`src/rtl/gate_ctrl_param_pkg.sv`:
```
// Shared definitions for the parametrised parking-gate controller.
//   state_t        one-hot FSM state codes (5 bits)
//   DEFAULT_PIN    factory PIN value (8 bits)
//   gate_out_t     bundle of the four gate/annunciator commands
//   decode_outputs Moore output decode for a given state
package gate_ctrl_param_pkg;

  typedef enum logic [4:0] {
    ST_IDLE     = 5'b00001,
    ST_WAIT_PIN = 5'b00010,
    ST_OPEN     = 5'b00100,
    ST_ALARM    = 5'b01000,
    ST_BLOCK    = 5'b10000
  } state_t;

  localparam logic [7:0] DEFAULT_PIN = 8'b0011_0101;

  typedef struct packed {
    logic cerrado;
    logic abierto;
    logic alarma;
    logic bloqueo;
  } gate_out_t;

  // Gate is closed in every state except OPEN; alarm and block are
  // tied to their own states, so they can never be active together.
  function automatic gate_out_t decode_outputs(input state_t s);
    gate_out_t o;
    o.cerrado = 1'b1;
    o.abierto = 1'b0;
    o.alarma  = 1'b0;
    o.bloqueo = 1'b0;
    case (s)
      ST_OPEN: begin
        o.cerrado = 1'b0;
        o.abierto = 1'b1;
      end
      ST_ALARM: o.alarma  = 1'b1;
      ST_BLOCK: o.bloqueo = 1'b1;
      default: ;
    endcase
    return o;
  endfunction

endpackage

```
`src/rtl/gate_ctrl_param_try_counter.sv`:
```
// Saturating counter of consecutive wrong-PIN attempts.
//   Clk, Reset  clock / asynchronous active-high reset
//   inc         count one wrong attempt (holds at MAX)
//   clr         clear the count (wins over inc)
//   count       current attempt count
//   last_try    one more wrong attempt reaches MAX
module gate_ctrl_param_try_counter #(
  parameter int MAX = 3,
  parameter int W   = 2
) (
  input  logic         Clk,
  input  logic         Reset,
  input  logic         inc,
  input  logic         clr,
  output logic [W-1:0] count,
  output logic         last_try
);

  assign last_try = (count == W'(MAX - 1));

  always_ff @(posedge Clk or posedge Reset) begin
    if (Reset) begin
      count <= '0;
    end else if (clr) begin
      count <= '0;
    end else if (inc && (count != W'(MAX))) begin
      count <= count + 1'b1;
    end
  end

endmodule

```
`src/rtl/gate_ctrl_param.sv`:
```
// PIN-authenticated parking entry gate controller with retry limit,
// exposed attempt count and tailgate blocking.
//   Clk       clock, rising edge
//   Reset     asynchronous, active-high reset
//   Pin       PIN value, sampled only with enterPin
//   enterPin  one-cycle PIN-entry strobe
//   Vehiculo  vehicle present at the entrance sensor
//   Termino   vehicle has cleared the gate
//   Cerrado   gate closed command       Abierto  gate open command
//   Alarma    wrong-PIN alarm           Bloqueo  tailgate block
//   Intentos  consecutive wrong-PIN count, saturating at MAX_TRIES
// Build option: GATE_CTRL_TIMEOUT_EN adds a WAIT_PIN inactivity timer that
// counts as a wrong attempt every TIMEOUT_CYC cycles without enterPin.
//
// state    | meaning
// IDLE     | gate closed, waiting for a vehicle
// WAIT_PIN | vehicle present, waiting for a PIN
// OPEN     | correct PIN accepted, gate open
// ALARM    | MAX_TRIES wrong PINs, only a correct PIN clears it
// BLOCK    | second vehicle behind the first, correct PIN releases
module gate_ctrl_param
  import gate_ctrl_param_pkg::*;
#(
  parameter int               PIN_W       = 8,
  parameter logic [PIN_W-1:0] PIN_VALUE   = PIN_W'(DEFAULT_PIN),
  parameter int               MAX_TRIES   = 3,
  parameter int               TIMEOUT_CYC = 16,
  localparam int              TRY_W       = $clog2(MAX_TRIES + 1)
) (
  input  logic             Clk,
  input  logic             Reset,
  input  logic [PIN_W-1:0] Pin,
  input  logic             enterPin,
  input  logic             Vehiculo,
  input  logic             Termino,
  output logic             Cerrado,
  output logic             Abierto,
  output logic             Alarma,
  output logic             Bloqueo,
  output logic [TRY_W-1:0] Intentos
);

  if (MAX_TRIES < 1 || TIMEOUT_CYC < 1) begin : g_bad_param
    $error("gate_ctrl_param: MAX_TRIES and TIMEOUT_CYC must be >= 1");
  end

  state_t    state, state_next;
  gate_out_t out_q;
  logic      pin_ok, good_pin, wrong_try, timeout, last_try;

  assign pin_ok   = (Pin == PIN_VALUE);
  assign good_pin = enterPin && pin_ok;

  // Wrong attempts only count while a PIN is being asked for; in BLOCK a
  // wrong PIN is ignored entirely.
  assign wrong_try = ((state == ST_WAIT_PIN) && ((enterPin && !pin_ok) || timeout))
                  || ((state == ST_ALARM) && enterPin && !pin_ok);

`ifdef GATE_CTRL_TIMEOUT_EN
  localparam int TMR_W = $clog2(TIMEOUT_CYC + 1);
  logic [TMR_W-1:0] timer;

  // Only fires when the cycle would otherwise stay in WAIT_PIN, so a
  // PIN entry or the vehicle leaving always takes precedence.
  assign timeout = (state == ST_WAIT_PIN) && !enterPin && Vehiculo
                && (timer == TMR_W'(TIMEOUT_CYC - 1));

  always_ff @(posedge Clk or posedge Reset) begin
    if (Reset) begin
      timer <= '0;
    end else if ((state != ST_WAIT_PIN) || enterPin || !Vehiculo || timeout) begin
      timer <= '0;
    end else begin
      timer <= timer + 1'b1;
    end
  end
`else
  assign timeout = 1'b0;
`endif

  gate_ctrl_param_try_counter #(
    .MAX (MAX_TRIES),
    .W   (TRY_W)
  ) u_try_counter (
    .Clk      (Clk),
    .Reset    (Reset),
    .inc      (wrong_try),
    .clr      (good_pin && ((state == ST_WAIT_PIN) || (state == ST_ALARM))),
    .count    (Intentos),
    .last_try (last_try)
  );

  always_comb begin
    state_next = state;
    case (state)
      ST_IDLE:     if (Vehiculo) state_next = ST_WAIT_PIN;
      ST_WAIT_PIN: begin
        if (good_pin)                  state_next = ST_OPEN;
        else if (wrong_try)            state_next = last_try ? ST_ALARM : ST_WAIT_PIN;
        else if (!enterPin && !Vehiculo) state_next = ST_IDLE;
      end
      ST_ALARM:    if (good_pin) state_next = ST_OPEN;
      ST_OPEN:     if (Termino)  state_next = Vehiculo ? ST_BLOCK : ST_IDLE;
      ST_BLOCK:    if (good_pin) state_next = ST_IDLE;
      default:     state_next = ST_IDLE;
    endcase
  end

  // Outputs are decoded from the next state so they register on the same
  // edge as the state itself.
  always_ff @(posedge Clk or posedge Reset) begin
    if (Reset) begin
      state <= ST_IDLE;
      out_q <= decode_outputs(ST_IDLE);
    end else begin
      state <= state_next;
      out_q <= decode_outputs(state_next);
    end
  end

  assign Cerrado = out_q.cerrado;
  assign Abierto = out_q.abierto;
  assign Alarma  = out_q.alarma;
  assign Bloqueo = out_q.bloqueo;

endmodule

```
`config.mk`:
```
export PLATFORM = sky130hd
export DESIGN_NAME = gate_ctrl_param
export DESIGN_NICKNAME = d
export VERILOG_FILES = /design/src/rtl/gate_ctrl_param_pkg.sv /design/src/rtl/gate_ctrl_param_try_counter.sv /design/src/rtl/gate_ctrl_param.sv
export SDC_FILE = /design/constraint.sdc
export NUM_CORES = 1
export LEC_CHECK = 0
export CORE_MARGIN = 2
export CORE_UTILIZATION = 40
export DETAILED_ROUTE_END_ITERATION = 12
export DONT_BUFFER_PORTS = 1
export SLEW_MARGIN = 20
export SYNTH_ARGS = -nofsm -noshare
export SYNTH_HDL_FRONTEND = slang
export SYNTH_SLANG_ARGS = --single-unit
```
`constraint.sdc`:
```
create_clock -name Clk -period 2.3 [get_ports Clk]
set_input_delay 0.115 -clock Clk [delete_from_list [all_inputs] [get_ports Clk]]
set_output_delay 0.115 -clock Clk [all_outputs]
set_load 0.03 [all_outputs]
```
==> results of run 1 <==
==> stage by stage <==
step / instance area (µm²) / setup WS, ps / power (mW)
after floorplan: 649 / 929 / 0.586
after global routing: 709 / 708 / 0.790
after global placement: 643 / 827 / 0.597
after CTS: 699 / 806 / 0.741
after detailed placement: 643 / 822 / 0.599
final: 709 / 793 / 0.734
==> routing by layer <==
| layer | track usage (%) | vias up |
|---|---|---|
| met3 | 7.35 | 2 |
| li1 | - | 249 |
| met4 | 4.24 | 0 |
| met2 | 24.4 | 25 |
| met5 | 0 | - |
| met1 | 16.6 | 243 |
==> cells by family after synthesis <==
kind of cell / count (synthesis) / share of synthesized area [%]
AOI/OAI and AO/OA: 17 / 17.5
xor gates and xnor gates: 2 / 3.85
adders and majority gates: 2 / 3.85
buffers and inverters: 9 / 7.51
DFF: 11 / 42.8
muxes: 1 / 1.54
and+or+nand+nor: 24 / 22.9
==> synth_stat cells, drive strengths merged, types with 3 or more instances <==
cell type	count
inv	6
buf	3
nand3	3
a21oi	3
o21ai	3
dfrtp	9
nor2	7
o22ai	5
o211ai	3
nand2	3
==> power by group <==
| part | internal [mW] | total (mW) | leakage [nW] | switching [mW] |
|---|---|---|---|---|
| registers | 0.243 | 0.370 | 0.142 | 0.127 |
| clock network | 0.0671 | 0.133 | 0.0150 | 0.0658 |
| logic | 0.126 | 0.232 | 0.160 | 0.106 |
| total | 0.436 | 0.734 | 0.317 | 0.298 |
==> final timing paths <==
| check | start | endpoint | slack [ps] | depth (start not counted) |
|---|---|---|---|---|
| worst min-delay path | Vehiculo | state[0]$_DFF_PP1_ | 30 | 2 |
| min in group asynchronous | Reset | u_try_counter.count[0]$_DFFE_PP0P_ | 280 | 2 |
| max in group asynchronous | Reset | state[0]$_DFF_PP1_ | 1690 | 2 |
| worst max register to register | u_try_counter.count[0]$_DFFE_PP0P_ | state[3]$_DFF_PP0_ | 790 | 5 |
| worst min register to register | u_try_counter.count[1]$_DFFE_PP0P_ | u_try_counter.count[1]$_DFFE_PP0P_ | 720 | 2 |
| worst max-delay path | u_try_counter.count[0]$_DFFE_PP0P_ | state[3]$_DFF_PP0_ | 790 | 5 |
==> state kept, by name, summed over array words and instances (netlist names) <==
register / count
Bloqueo: 1
Cerrado: 1
u_try_counter.count: 2
Alarma: 1
state: 5
Abierto: 1
==> repair_timing <==
action                    4_1_cts  5_1_grt
buffers inserted                0        0
hold buffers                    3        1
hold endpoints to repair       13        1
==> layout make-up <==
cell class	count	area, µm²
clock buffer	4	26.3
multi-input combinational	46	323
tap	16	20.0
fill	137	797
timing repair buffer	4	40.0
inverter	6	22.5
sequential	11	278
==> results summary, run 1 <==
The detailed-route vias per instance is around 6. The clock reaches the later pin of the worst-skew pair after around 270 ps. The mean instance size in the synthesized netlist came out at between 9 and 10 µm².

Data on the critical path is required at its endpoint by 2440 ps. The core footprint is ~1500 µm². The via total after detailed routing is between 500 and 600. The fraction of synthesized cell area taken by the top area cell type came out at 34.7%. The number of setup violations in the final report is 0. The global placement routability congestion came out at 0.810.

The post-route clock skew came out at around 4.3 ps. Leaving out fill and tap cells, the most frequent cells in the layout are 9 x dfrtp_1, 7 x nor2_1, 6 x inv_1, 5 x o22ai_1, 4 x dlygate4sd3_1. On the critical path, the stage with the largest delay is an instance of dfrtp_1. The pin count of the biggest net entering global routing came out at 12. Of all flip-flops after synthesis, the portion carrying an async set or reset was 100%.

After detailed routing, no signal wire sits above met4. The worst voltage drop across the vdd grid is about 620 µV. The netlist area before placement is 649 µm². The maximum clock path buffer count is 2. The fraction of layout instances using a drive strength above 1 is roughly 11%.

The arrival time of the worst setup path is 1650 ps. The initial standard-cell utilization of the core came out at between 40% and 50%. The die outline width came out at roughly 44 µm. The kind of cell with the highest combined delay along the critical path is flip-flops. The top-level port count came out at 19. The critical path endpoint category is a register. The peak clock frequency supported by timing came out at about 0.66 GHz. The minimum period implied by the final worst setup slack is ~1500 ps. The number of nets handed over by synthesis was a little over 80. The count of buffers inserted at the top-level ports came out at 0.

The number of different library cells in the post-synthesis netlist came out at 29. The core occupancy in the finished layout came out at between 40% and 50%. The post-synthesis instance total is 66. After clock tree synthesis, the clock-pin slew on the worst setup and hold paths is around 70 ps. The aggregate global routing overflow came out at 0. The routed wirelength normalized by instance count is approximately 15 µm. STA classifies the critical path startpoint as a register. The initial antenna violation count came out at 0. The min-delay analysis places its worst path in the category in2reg. The number of warnings reported in the yosys synthesis log is 0. The layout net count is 87. The CTS sink count came out at 11. The via count of the first global-routing pass came out at 464. The startpoint-to-endpoint class of the critical path is reg2reg. The number of buffer and inverter instances along the worst setup path is 1. Final hold analysis gives a worst-case slack of 32.2 ps. The first-pass iteration count of the detailed router came out at 4.

The maximum single-stage delay on the critical path came out at 570 ps. The total routed wire length on the met1 layer is around 550 µm. The detailed placer's ending HPWL came out at ~950 µm. The layout overhead on the synthesized area came out at 9.25%. For the pin with the worst max-slew slack, the measured transition is 429 ps. The max-slew violation count came out at 0. The static leakage power is ~0.32 nW. The most area-hungry cell type in the Yosys netlist is dfrtp_1. Power spread over the standard cell area amounts to 1040 nW/µm².

The non-filler instance count after layout is 87. The max-slew headroom at the worst pin is 71.4%. The final antenna diode count is 0. The post-cts gate resize count came out at 0. The maximum fanout along the worst path came out at 4.

In this run, synthesis inferred 0 flip-flops with an integrated enable. CTS built an H-tree with a depth of 1. The first global-routing pass estimated approximately 2.0 mm of wire. The run finished with clean final reports. The number of failing hold endpoints at the final stage is 0. The TritonCTS clock tree is yes. The library cell used most frequently in the layout, excluding fill and tap cells, is dfrtp_1. The vertical die dimension came out at ~44 µm. The global routing usage summed across all routing layers came out at between 10% and 20%. The post-synthesis register bit count came out at 11.

The full die area is slightly below 2000 µm². Once detail routing completed, the nets flagged for antenna violations numbered 0. The final-layout setup total negative slack is 0 ps. The length of routed met2 wiring came out at around 630 µm. In this run the clock root is driven by a clkbuf_4. Among all flip-flop cells after synthesis, the most frequent one is dfrtp_1. The proportion of synthesized chip area in sequential cells is a little over two fifths. The number of CTS-inserted buffers is 3. The critical path goes through inv_1, ha_1, o211a_1, o21ai_0, a21oi_1. Dividing the final minimum period by the clock period gives between 60% and 70%. Yosys attributes the largest share of cell area to dfrtp_1 35%, dfstp_2 8.1%, o22ai_1 4.8%.

The number of maximum-capacitance constraint violations came out at 0. The floorplan row count came out at 14. Setup repair after global routing left no endpoint under its margin.

Counting tap cells, the placed design contains a total of a little under 80 instances. In the routed design, unresolved DRC markers number 0. The final wirelength came out at approximately 1.3 mm. The violation count after the first detailed-route iteration is 3. The met3 layer wire length in the routed design came out at around 130 µm.
No activity file was read; power rests on OpenSTA's default activity.
==> inputs of run 2 (changes only) <==
==> constraint.sdc (replaced) <==
create_clock -name Clk -period 1.5 [get_ports Clk]
set_input_delay 0.075 -clock Clk [delete_from_list [all_inputs] [get_ports Clk]]
set_output_delay 0.075 -clock Clk [all_outputs]
set_load 0.03 [all_outputs]
==> results summary, run 2 (synthesis results as in run 1) <==
The met3 layer wire length in the routed design is about 73 µm. The via total after detailed routing came out at 540. The maximum clock path buffer count came out at 2. The startpoint-to-endpoint class of the critical path is reg2reg. The arrival time of the worst setup path came out at ~1600 ps.

The worst pin sits at a relative slew slack of slightly above 70%. Entering global routing, the biggest net connects 12 pins. The clock tree root driver cell is clkbuf_4. The worst setup path is captured at a register. After the last flow step, the layout net total stands at 93. The ratio of final minimum period to clock period is a little over nine tenths. The highest layer touched by signal routing is met4. The total power consumption of the routed design came out at roughly 1.2 mW. The violation count after the first detailed-route iteration came out at 10. The total routed wire length on the met1 layer is around 630 µm. The max-slew violation count is 0. The top cell types in the final layout, fill and taps aside, are 8 x dfrtp_1, 7 x nor2_1, 6 x inv_1. The number of flip-flops in the largest register came out at 5. The tightest min-delay check is of the in2reg type. The CTS sink count is 11.

The register name with the most flops is state. The worst voltage drop across the vdd grid is 1010 µV. The required time of the critical path is ~1700 ps. The vertical die dimension came out at around 44 µm.

The detailed placer's ending HPWL is 963 µm. Counting the buffers created by CTS gives 3. The first-pass iteration count of the detailed router came out at 4. In the routed design, unresolved DRC markers number 0. Global routing used ~16% of the available tracks across all layers. For this configuration, the core starts out at a cell density of a little over two fifths. The level count of the clock H-tree came out at 1. The post-route clock skew is 2.66 ps. The flow ran to the end, and the final reports show no timing, DRC or antenna violations. The number of maximum-capacitance constraint violations is 0.

The number of setup violations in the final report is 0. TritonCTS built the clock tree. The finished cells cover between 700 and 800 µm². The count of buffers inserted at the top-level ports is 0. The non-filler instance count after layout came out at 93. The clock-pin slew on the worst setup and hold paths came out at roughly 70 ps. The largest registers in the layout are state (5), u_try_counter.count (2).

The maximum fanout along the worst path is 5. Cells fill just over 50% of the core in the end. The die outline width came out at between 40 and 50 µm. The initial antenna violation count came out at 0.

The length of routed met2 wiring came out at around 620 µm. The number of placed instances, taps included, is 83. The peak clock frequency supported by timing came out at ~0.7 GHz. Routability-driven placement finished with a final weighted congestion of about 0.8. Power spread over the standard cell area amounts to ~1600 nW/µm². The detailed-route vias per instance is just under 6. After floorplanning, the core was divided into 14 placement rows. The number of failing hold endpoints at the final stage is 0.

The core region is between 1500 and 2000 µm². The global-route wire length before repair is ~2.2 mm. The fraction of layout instances using a drive strength above 1 came out at a little under a fifth. The static leakage power came out at 0.344 nW. The worst setup path is launched from a register.

The routed wirelength normalized by instance count is 14.4 µm. The minimum period implied by the final worst setup slack is about 1400 ps. The post-route worst hold slack is between 15 and 20 ps. The later-pin clock latency in the skew report came out at roughly 260 ps. The via count of the first global-routing pass came to approximately 570. The post-detailed-placement cell area is 673 µm². The final antenna diode count came out at 0. Relative to the synthesized area, the layout overhead comes to 16.8%.

The full die area is just under 2000 µm². The commonest non-fill, non-tap cell in the layout is dfrtp_1. The top-level port count came out at 19. For this run the aggregate overflow at the end of global routing stands at 0. The final wirelength came out at 1.34 mm. The transition time of the tightest slew-check pin is between 400 and 500 ps.

The number of nets with antenna violations after detailed routing came out at 0.
run 2: cell types whose count changed in the layout (fill, tap and decap cells not counted):
cell	previous run	this run
dlygate4sd3_1	4	5
dfrtp_2	0	1
buf_4	0	5
dfrtp_1	9	8
run 2: per-layer routing:
metal / vias to the layer above / GRT usage, %
li1: 261 / -
met1: 255 / 17.8
met2: 22 / 26.8
met3: 2 / 6.53
met4: 0 / 4.24
met5: - / 0
run 2: where the power goes:
part	switching, mW	internal (mW)
combinational	0.270	0.261
clock	0.0875	0.103
sequential	0.111	0.374
total	0.469	0.737
run 2: per-stage QoR:
step / TNS (ps) / setup WS (ps)
2_1_floorplan: 0 / 129
3_3_place_gp: 0 / 117
3_5_place_dp: 0 / 64.5
4_1_cts: 0 / 46.2
5_1_grt: -0.792 / -0.792
6_report: 0 / 90.7
run 2: cell type report:
type	instances	area, µm²
well taps	16	20.0
flip-flops and latches	11	279
fillers	145	748
multi-input cells	46	323
repair buffers	10	87.6
clock buffers	4	26.3
inverters	6	22.5
run 2: repair_timing:
item,CTS,global route
endpoints found under the hold margin,18,0
resized for setup,0,1
hold buffers,5,0
setup endpoints to repair,0,2
buffers inserted,0,1
run 2: worst max-delay path, cell delays in order, from the launching register on:
cell and delay [ps]:
dfrtp_2 450, nor3_4 230, nand3_2 110, or3b_1 380, o22ai_1 160
run 2: final timing paths:
| kind | depth (start not counted) | end | start | slack [ps] |
|---|---|---|---|---|
| max | 4 | u_try_counter.count[1]$_DFFE_PP0P_ | state[4]$_DFF_PP0_ | 90 |
| min | 2 | state[4]$_DFF_PP0_ | Termino | 20 |
| max reg2reg | 4 | u_try_counter.count[1]$_DFFE_PP0P_ | state[4]$_DFF_PP0_ | 90 |
| min reg2reg | 1 | u_try_counter.count[0]$_DFFE_PP0P_ | u_try_counter.count[0]$_DFFE_PP0P_ | 540 |
| max in group asynchronous | 2 | state[0]$_DFF_PP1_ | Reset | 930 |
| min in group asynchronous | 2 | u_try_counter.count[1]$_DFFE_PP0P_ | Reset | 240 |
==> inputs of run 3 (changes only) <==
--- a/config.mk
+++ b/config.mk
@@ -5,10 +5,12 @@
 export SDC_FILE = /design/constraint.sdc
 export NUM_CORES = 1
 export LEC_CHECK = 0
+export CAP_MARGIN = 20
 export CORE_MARGIN = 2
 export CORE_UTILIZATION = 40
 export DETAILED_ROUTE_END_ITERATION = 12
 export DONT_BUFFER_PORTS = 1
+export SETUP_SLACK_MARGIN = 0.4
 export SLEW_MARGIN = 20
 export SYNTH_ARGS = -nofsm -noshare
 export SYNTH_HDL_FRONTEND = slang
==> results summary, run 3 (synthesis results as in run 1) <==
The run finished with clean final reports. Summed over all nets, wire length on met2 after detailed routing comes to around 880 µm. For the final routed database, the setup TNS stands at 0 ps.

The static leakage power is between 0.3 and 0.4 nW. The number of flip-flops in the largest register is 5. The met3 layer wire length in the routed design came out at roughly 96 µm. The ratio of final minimum period to clock period is slightly below 90%. The depth of the most critical reg-to-reg path came out at 4. The largest registers in the layout are state (5), u_try_counter.count (2).

The post-detailed-placement cell area came out at a little under 700 µm². The number of setup violations in the final report is 0. The endpoint identified for the worst register-to-register timing path is u_try_counter.count[1]$_DFFE_PP0P_.

The die outline width is ~44 µm. After layout, the design draws a total of roughly 1.3 mW. The number of nets with antenna violations after detailed routing is 0. The top-level port count is 19. The final antenna diode count is 0.

The core region is 1510 µm². The detailed placer's ending HPWL is roughly 1.1 mm. Across all hold checks on the routed design, the worst slack comes to 54.5 ps. The routed layout has between 500 and 600 vias. The startpoint identified for the worst register-to-register timing path is state[2]$_DFF_PP0_. The first-pass iteration count of the detailed router is 4. The max-slew violation count came out at 0. The path with the worst hold slack has its endpoint at u_try_counter.count[0]$_DFFE_PP0P_. The worst min-delay path category is in2reg. The maximum fanout along the worst path is 2.

Once the floorplan was initialized, standard cells occupied 43.1% of the core. The core occupancy in the finished layout came out at ~57%. Derived from the worst setup path, the maximum achievable clock frequency is around 0.75 GHz.

For the worst setup path, the data required time is 1700 ps. In the layout the commonest cells are 8 x buf_4, 6 x inv_1, 5 x dfrtp_1. The total power density per cell area came out at 1560 nW/µm². The final wirelength is around 1.6 mm. The final routed DRC violation total came out at 0. The worst-case register-to-register setup slack came out at 170 ps.

More flip-flops sit in one register than any other, and that register is state. The layout overhead on the synthesized area came out at 32.2%. The floorplan has 14 rows. Of the cells placed in the final design, the portion with a size suffix greater than 1 is between 40% and 50%.

The max-slew headroom at the worst pin is between 70% and 80%. The via count of the first global-routing pass came out at slightly below 600. The startpoint identified for the worst hold timing path is enterPin. The number of failing hold endpoints at the final stage was 0.

The total routed wire length on the met1 layer is between 500 and 600 µm. The number of cells on the worst hold path came out at 3. The transition time of the tightest slew-check pin came out at 427 ps. The vertical die dimension is 44.3 µm. The layout net count came out at 97. The first global-routing pass estimated between 2 and 3 mm of wire.

After clock tree synthesis, the clock-pin slew on the worst setup and hold paths is ~70 ps. The critical path endpoint category is a register. The tree is rooted in a clkbuf_4. The first routing iteration left 14 violations.

The global placement routability congestion came out at between 0.7 and 0.8. TritonCTS built the clock tree. The worst voltage drop across the vdd grid is 837 µV.

The arrival time of the worst setup path is roughly 1500 ps. Clock skew on the completed layout was measured at approximately 2.2 ps. The minimum period implied by the final worst setup slack is 1330 ps.

The commonest non-fill, non-tap cell in the layout is buf_4. Summing all non-filler instances in the final layout gives an area of 858 µm². Routed signal wires occupy layers up through met4. The count of filler cells inserted in the layout is about 130. The level count of the clock H-tree is 1. Setup repair after global routing could not meet its margin everywhere.

The clock net in this run drives a total of 11 sinks. The number of maximum-capacitance constraint violations is 0. The later-pin clock latency in the skew report came out at approximately 270 ps. The worst setup path is launched from a register.

The initial antenna violation count is 0. The number of CTS-inserted buffers came out at 3. The floorplan step defined a die boundary enclosing between 1500 and 2000 µm². The global routing usage summed across all routing layers came out at a little under a fifth. The aggregate global routing overflow is 0. The pin count of the biggest net entering global routing came out at 12.

The maximum clock path buffer count came out at 2. In the routed layout, each cell is associated on average with a via count of 5.95. The startpoint-to-endpoint class of the critical path is reg2reg. Buffers placed on the I/O ports in this run total 0. In the final routed layout, each cell accounts on average for around 16 µm.
[run 3: report_power, final]
part / internal [mW] / switching [mW]
sequential: 0.380 / 0.124
clock: 0.103 / 0.103
combinational: 0.317 / 0.312
total: 0.800 / 0.539
[run 3: critical path, cell delays in order, from the launching register on]
cell and delay (ps):
dfrtp_2 430, nor3_4 200, nand3_2 100, or3b_4 380
o22ai_1 140
[run 3: metrics by stage]
stage	setup slack (ps)	instances
final	167	97
after detailed placement	60.2	83
after floorplan	168	66
after global routing	112	97
after global placement	115	83
after CTS	167	97
[run 3: worst max-delay path by stage]
stage,startpoint,endpoint,slack [ps],depth (start not counted)
floorplan,state[0]$_DFF_PP1_,u_try_counter.count[1]$_DFFE_PP0P_,170,5
global placement,state[4]$_DFF_PP0_,u_try_counter.count[1]$_DFFE_PP0P_,110,4
detailed placement,state[4]$_DFF_PP0_,u_try_counter.count[1]$_DFFE_PP0P_,60,4
CTS,state[2]$_DFF_PP0_,u_try_counter.count[1]$_DFFE_PP0P_,170,4
global route,state[2]$_DFF_PP0_,u_try_counter.count[0]$_DFFE_PP0P_,110,4
finish,state[2]$_DFF_PP0_,u_try_counter.count[1]$_DFFE_PP0P_,170,4
[run 3: final cells by class]
| type | count | area [µm²] | share of cell area (%) |
|---|---|---|---|
| Clock buffer | 4 | 26.3 | 3.06 |
| Tap cell | 16 | 20.0 | 2.33 |
| Sequential cell | 11 | 283 | 32.9 |
| Inverter | 6 | 22.5 | 2.62 |
| Timing Repair Buffer | 14 | 123 | 14.3 |
| Multi-Input combinational cell | 46 | 384 | 44.8 |
[run 3: timing repair]
action,CTS,global route
pin swaps,7,6
hold endpoints to repair,19,0
buffers inserted,6,0
setup endpoints to repair,11,11
hold buffers,4,0
gates resized for setup,12,7
[run 3: per-layer routing]
layer | vias up | global-route usage [%]
met5 | - | 0
met4 | 0 | 12.7
met3 | 6 | 4.90
met2 | 30 | 32.1
met1 | 274 | 21.5
li1 | 267 | -
